### src/rtl/lsu_pkg.sv
// Shared types and constants for the load/store unit that feeds the register-file write port.
package lsu_pkg;

  typedef enum logic [1:0] {
    IDLE   = 2'd0,
    ACCESS = 2'd1,
    WAIT   = 2'd2,
    WB     = 2'd3
  } lsu_state_t;

  // Wide enough to hold MEM_LAT-2 for the largest legal latency of 8.
  localparam int LAT_CW = 3;

endpackage

### src/rtl/lsu_wb_if.sv
// Command, data-memory and register-file write bundle of the load/store unit.
// The slave modport is the LSU's view; the master modport is control, memory and register file.
interface lsu_wb_if #(
  parameter int W = 8,
  parameter int D = 4,
  parameter int A = 8
);
  logic         start;
  logic         is_store;
  logic [D-1:0] rd;
  logic [W-1:0] addr_in;
  logic [W-1:0] st_data;
  logic         busy;
  logic         done;
  logic [A-1:0] mem_addr;
  logic         mem_ren;
  logic         mem_wen;
  logic [W-1:0] mem_wdata;
  logic [W-1:0] mem_rdata;
  logic         rf_write_en;
  logic [D-1:0] rf_waddr;
  logic [W-1:0] rf_data;

  modport master (
    output start, is_store, rd, addr_in, st_data, mem_rdata,
    input  busy, done, mem_addr, mem_ren, mem_wen, mem_wdata,
           rf_write_en, rf_waddr, rf_data
  );

  modport slave (
    input  start, is_store, rd, addr_in, st_data, mem_rdata,
    output busy, done, mem_addr, mem_ren, mem_wen, mem_wdata,
           rf_write_en, rf_waddr, rf_data
  );
endinterface

### src/rtl/lsu_sat_ctr.sv
// 16-bit event counter that sticks at 16'hFFFF instead of wrapping.
module lsu_sat_ctr (
  input  logic        clk,
  input  logic        reset,
  input  logic        inc_i,
  output logic [15:0] cnt_o
);
  logic [15:0] cnt_q;
  logic [15:0] cnt_d;

  assign cnt_d = (cnt_q == 16'hFFFF) ? cnt_q : cnt_q + 16'd1;

  always_ff @(posedge clk) begin
    if (reset) begin
      cnt_q <= '0;
    end else if (inc_i) begin
      cnt_q <= cnt_d;
    end
  end

  assign cnt_o = cnt_q;
endmodule

### src/rtl/lsu_wb.sv
// Load/store unit: drives the single-port data memory and produces the register-file write triple.
// Optional load/store completion counters are built when LSU_STAT_EN is defined.
module lsu_wb
  import lsu_pkg::*;
#(
  parameter int W       = 8,
  parameter int D       = 4,
  parameter int A       = 8,
  parameter int MEM_LAT = 1
) (
  input  logic        clk,
  input  logic        reset,
  lsu_wb_if.slave     bus
`ifdef LSU_STAT_EN
  ,
  output logic [15:0] ld_cnt,
  output logic [15:0] st_cnt
`endif
);
  localparam logic [LAT_CW-1:0] WAIT_INIT = LAT_CW'((MEM_LAT > 1) ? MEM_LAT - 2 : 0);

  lsu_state_t        state_q;
  logic [LAT_CW-1:0] cnt_q;
  logic              is_store_q;
  logic [D-1:0]      rd_q;
  logic [A-1:0]      addr_q;
  logic [W-1:0]      wdata_q;
  logic              busy_q;
  logic              done_q;
  logic              ren_q;
  logic              wen_q;
  logic              rf_we_q;

  // Strobes are decided one state ahead so every output comes straight from a flop.
  always_ff @(posedge clk) begin
    if (reset) begin
      state_q    <= IDLE;
      cnt_q      <= '0;
      is_store_q <= 1'b0;
      rd_q       <= '0;
      addr_q     <= '0;
      wdata_q    <= '0;
      busy_q     <= 1'b0;
      done_q     <= 1'b0;
      ren_q      <= 1'b0;
      wen_q      <= 1'b0;
      rf_we_q    <= 1'b0;
    end else begin
      done_q  <= 1'b0;
      ren_q   <= 1'b0;
      wen_q   <= 1'b0;
      rf_we_q <= 1'b0;
      wdata_q <= '0;
      unique case (state_q)
        IDLE: begin
          if (bus.start) begin
            state_q    <= ACCESS;
            busy_q     <= 1'b1;
            is_store_q <= bus.is_store;
            rd_q       <= bus.rd;
            addr_q     <= A'(bus.addr_in);
            if (bus.is_store) begin
              wen_q   <= 1'b1;
              wdata_q <= bus.st_data;
              done_q  <= 1'b1;
            end else begin
              ren_q <= 1'b1;
            end
          end
        end
        ACCESS: begin
          if (is_store_q) begin
            state_q <= IDLE;
            busy_q  <= 1'b0;
          end else if (MEM_LAT == 1) begin
            state_q <= WB;
            rf_we_q <= 1'b1;
            done_q  <= 1'b1;
          end else begin
            state_q <= WAIT;
            cnt_q   <= WAIT_INIT;
          end
        end
        WAIT: begin
          if (cnt_q == '0) begin
            state_q <= WB;
            rf_we_q <= 1'b1;
            done_q  <= 1'b1;
          end else begin
            cnt_q <= cnt_q - 1'b1;
          end
        end
        WB: begin
          state_q <= IDLE;
          busy_q  <= 1'b0;
        end
        default: begin
          state_q <= IDLE;
          busy_q  <= 1'b0;
        end
      endcase
    end
  end

  assign bus.busy        = busy_q;
  assign bus.done        = done_q;
  assign bus.mem_addr    = addr_q;
  assign bus.mem_ren     = ren_q;
  assign bus.mem_wen     = wen_q;
  assign bus.mem_wdata   = wdata_q;
  assign bus.rf_write_en = rf_we_q;
  assign bus.rf_waddr    = rd_q;
  // Read data passes straight through during WB so the register file captures it at the WB edge.
  assign bus.rf_data     = rf_we_q ? bus.mem_rdata : '0;

`ifdef LSU_STAT_EN
  lsu_sat_ctr u_ld_ctr (
    .clk   (clk),
    .reset (reset),
    .inc_i (done_q & ~is_store_q),
    .cnt_o (ld_cnt)
  );

  lsu_sat_ctr u_st_ctr (
    .clk   (clk),
    .reset (reset),
    .inc_i (done_q & is_store_q),
    .cnt_o (st_cnt)
  );
`endif
endmodule

### src/flat_wrapper.sv
// flat-port wrapper written by rule: the top's interface ports become plain ports
module lsu_wb_flat import lsu_pkg::*;
#(
  parameter int W       = 8,
  parameter int D       = 4,
  parameter int A       = 8,
  parameter int MEM_LAT = 1
)
  (clk, reset, bus_start, bus_is_store, bus_rd, bus_addr_in, bus_st_data, bus_mem_rdata, bus_busy, bus_done, bus_mem_addr, bus_mem_ren, bus_mem_wen, bus_mem_wdata, bus_rf_write_en, bus_rf_waddr, bus_rf_data);
  lsu_wb_if #(.W(W), .D(D), .A(A)) bus_i ();
  input  logic clk;
  input  logic reset;
  input wire logic [$bits(bus_i.start)-1:0] bus_start;
  input wire logic [$bits(bus_i.is_store)-1:0] bus_is_store;
  input wire logic [$bits(bus_i.rd)-1:0] bus_rd;
  input wire logic [$bits(bus_i.addr_in)-1:0] bus_addr_in;
  input wire logic [$bits(bus_i.st_data)-1:0] bus_st_data;
  input wire logic [$bits(bus_i.mem_rdata)-1:0] bus_mem_rdata;
  output wire logic [$bits(bus_i.busy)-1:0] bus_busy;
  output wire logic [$bits(bus_i.done)-1:0] bus_done;
  output wire logic [$bits(bus_i.mem_addr)-1:0] bus_mem_addr;
  output wire logic [$bits(bus_i.mem_ren)-1:0] bus_mem_ren;
  output wire logic [$bits(bus_i.mem_wen)-1:0] bus_mem_wen;
  output wire logic [$bits(bus_i.mem_wdata)-1:0] bus_mem_wdata;
  output wire logic [$bits(bus_i.rf_write_en)-1:0] bus_rf_write_en;
  output wire logic [$bits(bus_i.rf_waddr)-1:0] bus_rf_waddr;
  output wire logic [$bits(bus_i.rf_data)-1:0] bus_rf_data;
  assign bus_i.start = bus_start;
  assign bus_i.is_store = bus_is_store;
  assign bus_i.rd = bus_rd;
  assign bus_i.addr_in = bus_addr_in;
  assign bus_i.st_data = bus_st_data;
  assign bus_i.mem_rdata = bus_mem_rdata;
  assign bus_busy = bus_i.busy;
  assign bus_done = bus_i.done;
  assign bus_mem_addr = bus_i.mem_addr;
  assign bus_mem_ren = bus_i.mem_ren;
  assign bus_mem_wen = bus_i.mem_wen;
  assign bus_mem_wdata = bus_i.mem_wdata;
  assign bus_rf_write_en = bus_i.rf_write_en;
  assign bus_rf_waddr = bus_i.rf_waddr;
  assign bus_rf_data = bus_i.rf_data;
  lsu_wb #(.W(W), .D(D), .A(A), .MEM_LAT(MEM_LAT)) u_core (.clk(clk), .reset(reset), .bus(bus_i));
endmodule
### config.mk
export PLATFORM = sky130hd
export DESIGN_NAME = lsu_wb_flat
export DESIGN_NICKNAME = d
export VERILOG_FILES = /design/src/rtl/lsu_pkg.sv /design/src/rtl/lsu_wb_if.sv /design/src/rtl/lsu_sat_ctr.sv /design/src/rtl/lsu_wb.sv /design/src/flat_wrapper.sv
export SDC_FILE = /design/constraint.sdc
export NUM_CORES = 1
export LEC_CHECK = 0
export CORE_MARGIN = 2
export CORE_UTILIZATION = 35
export CTS_CLUSTER_SIZE = 24
export DETAILED_ROUTE_END_ITERATION = 12
export MAX_ROUTING_LAYER = met4
export PLACE_DENSITY_LB_ADDON = 0.08
export SYNTH_ARGS = -nofsm -noshare
export SYNTH_HDL_FRONTEND = slang
export SYNTH_HIERARCHICAL = 1
export SYNTH_SLANG_ARGS = --single-unit
### constraint.sdc
create_clock -name clk -period 1.3 [get_ports clk]
set_input_delay 0.195 -clock clk [delete_from_list [all_inputs] [get_ports clk]]
set_output_delay 0.195 -clock clk [all_outputs]
set_load 0.02 [all_outputs]
# After elaboration in Yosys (flattened, before gate mapping)
# Cells that the tools add are included.
[classes]
multipliers = 0
order_cmp = 0
muxes = 15
n_shift = 0
n_addsub = 1
bitwise = 4
div = 0
n_reduce_logical = 10
n_eq_ne = 6
[op_table]
columns = ["cell", "count"]
rows = [
  ["8-bit 2-to-1 mux", 1],
  ["2-bit case mux with 4 select lines", 1],
  ["1-bit 2-to-1 mux", 7],
  ["2-bit 2-to-1 mux", 3],
  ["1-bit case mux with 3 select lines", 2],
  ["2-bit AND reduction", 3],
  ["2-bit equality test (second input constant)", 2],
  ["2-bit by 1-bit inequality test with 1-bit output (second input constant)", 2],
  ["1-bit inverter", 4],
  ["4-bit OR reduction", 1],
  ["3-bit zero test", 1],
  ["3-bit AND reduction", 1],
  ["3-bit nonzero test", 1],
  ["3-bit OR reduction", 1],
  ["3-bit by 1-bit subtractor with 3-bit output (second input constant)", 1],
  ["2-bit by 1-bit equality test with 1-bit output (second input constant)", 1],
  ["2-bit zero test", 1],
  ["2-bit inequality test (second input constant)", 1],
  ["1-bit case mux with 2 select lines", 1],
  ["2-bit OR reduction", 1],
]
[word_totals]
romBits = 0
latch_bits = 0
word_cells = 47
ff_bits = 31
ram_bits = 0
n_memories = 0
output_inout_bits = 33
in_bits = 32

# Depth between registers and ports, before layout
[depth]
ltp_word = 3
mapped_depth = 7
mapped_depth_nobuf = 6

# Worst setup path before layout
# No wires, ideal clock.
[synth_path]
kind = "reg-to-reg"
from = "reg u_core.state_q[0]"
to = "reg u_core.is_store_q"
period_less_slack_ns = 1.405
t_arrival_ns = 1.289
required_ns = 1.184
path_slack_ns = -0.105
stages_incl_launch_ff = 7
path_buffers = 1
path_cell_list = "dfxtp_1 inv_1 ha_1 and2_4 and3_4 buf_6 a31o_2"
[synth_via]
elab_chain_cells = 2
[synth_lines]
columns = ["element", "line", "text"]
rows = [
  ["from (decl)", "lsu_wb.sv:22", "lsu_state_t state_q;"],
  ["from (signal assigned)", "lsu_wb.sv:37", "state_q <= IDLE;"],
  ["from (signal assigned)", "lsu_wb.sv:57", "state_q <= ACCESS;"],
  ["from (signal assigned)", "lsu_wb.sv:73", "state_q <= IDLE;"],
  ["2-bit zero test", "lsu_wb.sv:54", "unique case (state_q)"],
  ["2-bit AND reduction (no line)", "-", ""],
  ["to (signal assigned)", "lsu_wb.sv:59", "is_store_q <= bus.is_store;"],
  ["to (decl)", "lsu_wb.sv:24", "logic is_store_q;"],
]
# No other way between the ends.
# A chain may end at the register's enable or synchronous reset.

# Worst setup path in the final report
[layout_path]
from = "reg u_core.state_q[0]"
to = "reg u_core.busy_q (netlist: u_core/bus.busy)"
[layout_via]
elab_chain_cells = 3
word_cells_on_any_way = 8
cone_classes = "eq/ne (4); mux (1); reduce/logical (3)"
[layout_lines]
columns = ["element", "line", "text"]
rows = [
  ["2-bit by 1-bit equality test with 1-bit output, or another cell as far along", "lsu_wb.sv:54", ""],
  ["2-bit by 1-bit inequality test with 1-bit output (no line), or another cell as far along", "-", ""],
  ["3-bit AND reduction (no line)", "-", ""],
  ["to (signal assigned)", "lsu_wb.sv:43", "busy_q <= 1'b0;"],
  ["to (signal assigned)", "lsu_wb.sv:58", "busy_q <= 1'b1;"],
  ["to (signal assigned)", "lsu_wb.sv:74", "busy_q <= 1'b0;"],
  ["to (decl)", "lsu_wb.sv:28", "logic busy_q;"],
]
# Several ways; a longest one is shown, not always the timed one.

==> impl_results.md <==
- Setup WS post-layout: -0.03098 ns
- Leading cell types in the layout, fill and taps excluded: 31 x clkdlybuf4s50_1, 26 x nand2_1, 26 x dfxtp_1
- WP data required: about 1.6 ns
- Vias in the first global route: 1,164
- Cell leakage power: 0.9737 nW
- Root buffer cell: clkbuf_4
- Antenna cells: 0
- Register-to-Register Setup Slack: -0.03 ns
- Syn Inst Count: 134
- CTS tree: done
- Unrepaired setup endpoints after global routing: true
- Initial core utilization: 36.94%
- Non-filler cells, final: 259
- Hold Path Sink: u_core/bus.rf_waddr[1]
- CTS H-Tree Depth: 2
- Clk_lat worst skew: 0.34 ns
- Share of cells above drive strength 1: 23.94%
- Finished Cell Area: approximately 0.0021 mm2
- Chip Height: 63.58 um
- Register area share after synthesis: 49.95%
- Pwr dens: 1209 mW/mm2
- R2R cell count: 4
- Clock tree sinks: 31
- Port Buffers: 64
- DR WL/cell: ~13 um
- # IOs: 65
- DR vias: between 1,000 and 1,500
- Critical path's slowest cell: or4_4
- Critical R2R Launch: u_core/state_q[0]
- Crit-path max FO: 4
- Area contributors post-synth: dfxtp_1 50%, and2_1 8.6%, nand2_1 8.2%, ha_1 8.1%, a21oi_1 6.8%
- DR pass1 iterations: 3
- Max-slew violations: 0
- Fmax: between 0.7 and 0.8 GHz
- Detailed Route Iter0 Violations: 47
- WHS Path Cells: 3
- CP endpoint kind: register
- Syn avg cell area: approximately 9.3 um2
- RR Endpoint: u_core/bus.busy
- Setup violators final: 2
- Warnings, synthesis: 6
- Worst Clk Skew: ~0.0038 ns
- Die area: between 0.004 and 0.005 mm2
- WP buf/inv: 1
- Largest net degree at the start of global routing: 20
- Leading area contributor after synthesis: dfxtp_1
- FP Rows: 21
- Dpl hpwl: between 2000 and 2500 um
- Tightest Hold Check Type: in2reg
- Total wire length: approximately 3300 um
- Crit path kind: reg2reg
- Total GRT Usage: a little under a fifth
- Hold Startpoint: bus_rd[1]
- Max-Cap Viols: 0
- Status: finished with violations
- Hold Slack: about 0.4 ns
- CTS Buf Count: 5
- Slew @ Worst Pin: between 0.2 and 0.3 ns
- First-pass GRT wire length: roughly 5500 um
- Critical-path cell list: inv_6, ha_1, or4_4, a21oi_2
- Startpoint class of the critical path: register
- Cells after DPL: 249
- Post-DP Area: 0.002001 mm2
- Placer Congestion: 0.7379
- Commonest non-fill, non-tap cell in the layout: clkdlybuf4s50_1
- Gr ovfl total: 0
- Crit path max-delay family: simple AND/OR/NAND/NOR gates
- Clk slew on worst S/H paths: 0.10 ns
- Relative slew margins: between 80% and 90%
- Final Hold Fails: 0
- Register bit count reported by yosys: 31
- Violated checks: setup timing
- Tcrit/Tclk final: 102.4%
- WP data arrival: 1.61 ns
- Distinct cells, synth: 27
- CP peak stage delay: ~0.51 ns
- Fillers: roughly 320
- Synth Cell Area: 0.001242 mm2
- Final net count: 252
- Antenna violations before repair: 0
- Die Wd: 63.58 um
- Synth-to-layout area growth: 69.89%
- Syn Nets: 174
- Yosys top cell area share: 49.95%
- Core box area: 0.003363 mm2
- Antenna-violating nets left: 0
- Avg Vias per Cell: 4.494
- Fin crit period: about 1.3 ns
- DRC Markers: 0
- Max IR drop VDD: ~0.0007 V
- Clock Tree Buf Depth: 2
==> Yosys cell counts, drive strengths merged <==
library cell	n
a21boi	1
ha	8
xnor2	1
nor2	6
nor2b	1
nor3	2
a31o	1
or4	1
dfxtp	31
inv	5
a211oi	1
a311oi	1
and2	18
o31ai	1
mux2i	1
and3b	1
o21ai	1
o21a	1
buf	5
nand2b	1
a21oi	17
and2b	1
nand2	27
and3	1
==> cell families after synthesis <==
| group | synth area share (%) |
|---|---|
| buffers and inverters | 3.927 |
| DFF | 49.95 |
| muxes | 0.8057 |
| adders and majority gates | 8.057 |
| and+or+nand+nor | 25.08 |
| AOI/OAI and AO/OA | 11.48 |
| xor gates and xnor gates | 0.7051 |
==> worst register-to-register path, cell delays in order, from the launching register on <==
cell,delay [ns]
dfxtp_4,0.39
inv_6,0.05
ha_1,0.21
or4_4,0.51
a21oi_2,0.12
==> final cells by class <==
class | count | area (um2) | area share, %
clock inverters | 2 | 35.03 | 1.660
flip-flops and latches | 31 | 634.4 | 30.05
inverters | 5 | 26.28 | 1.245
well taps | 46 | 57.56 | 2.727
repair buffers | 76 | 671.9 | 31.83
clock buffers | 6 | 51.30 | 2.430
multi-input cells | 93 | 634.4 | 30.05
==> where the power goes <==
group / internal [W] / switching (W) / total (W)
sequential: 0.00103 / 0.0000453 / 0.00108
clock: 0.000454 / 0.000349 / 0.000803
combinational: 0.000336 / 0.000337 / 0.000673
==> metrics by stage <==
| stage | power [W] | TNS, ns | util (%) | setup slack, ns |
|---|---|---|---|---|
| after floorplan | 0.001436 | 0 | - | 0.005388 |
| after global placement | 0.001749 | -3.601 | 59.49 | -0.2669 |
| after detailed placement | 0.001767 | -4.312 | 59.49 | -0.2791 |
| after CTS | 0.002544 | -0.07465 | 61.57 | -0.03387 |
| after global routing | 0.002694 | -0.3328 | 62.76 | -0.1103 |
| final | 0.002552 | -0.06055 | 62.76 | -0.03098 |
==> layer usage <==
| layer | global-route usage, % | vias to the layer above | share of wire (%) |
|---|---|---|---|
| li1 | - | 587 | - |
| met3 | 7.321 | 5 | 8.5 |
| met5 | - | - | 0 |
| met4 | 6.522 | 0 | 1.6 |
| met1 | 18.94 | 525 | 39 |
| met2 | 32.24 | 47 | 51 |
==> sequential cells by signal, indices dropped and copies added, names as in the netlist, 2 cells and up <==
| name | cells |
|---|---|
| u_core/cnt_q | 3 |
| u_core/state_q | 2 |
| u_core/bus.mem_wdata | 8 |
| u_core/bus.mem_addr | 8 |
| u_core/bus.rf_waddr | 4 |
==> how the worst max path moves through the flow <==
| stage | start | to | slack (ns) | cells past startpoint |
|---|---|---|---|---|
| 3_5_place_dp | bus_mem_rdata[6] | bus_rf_data[6] | -0.28 | 3 |
| 5_1_grt | u_core/state_q[1] | u_core/bus.busy | -0.11 | 5 |
| 2_1_floorplan | u_core/state_q[1] | u_core/is_store_q | 0.005 | 6 |
| 3_3_place_gp | bus_mem_rdata[0] | bus_rf_data[0] | -0.27 | 3 |
| 6_report | u_core/state_q[0] | u_core/bus.busy | -0.03 | 4 |
| 4_1_cts | u_core/state_q[0] | u_core/bus.busy | -0.03 | 4 |
==> timing repair <==
action / 4_1_cts / 5_1_grt
hold buffers: 0 / 0
cloned: 0 / 0
setup buffers: 2 / 0
pin swaps: 2 / 4
resized for setup: 65 / 17
endpoints found under the setup margin: 39 / 9
No activity file was read; power rests on OpenSTA's default activity.
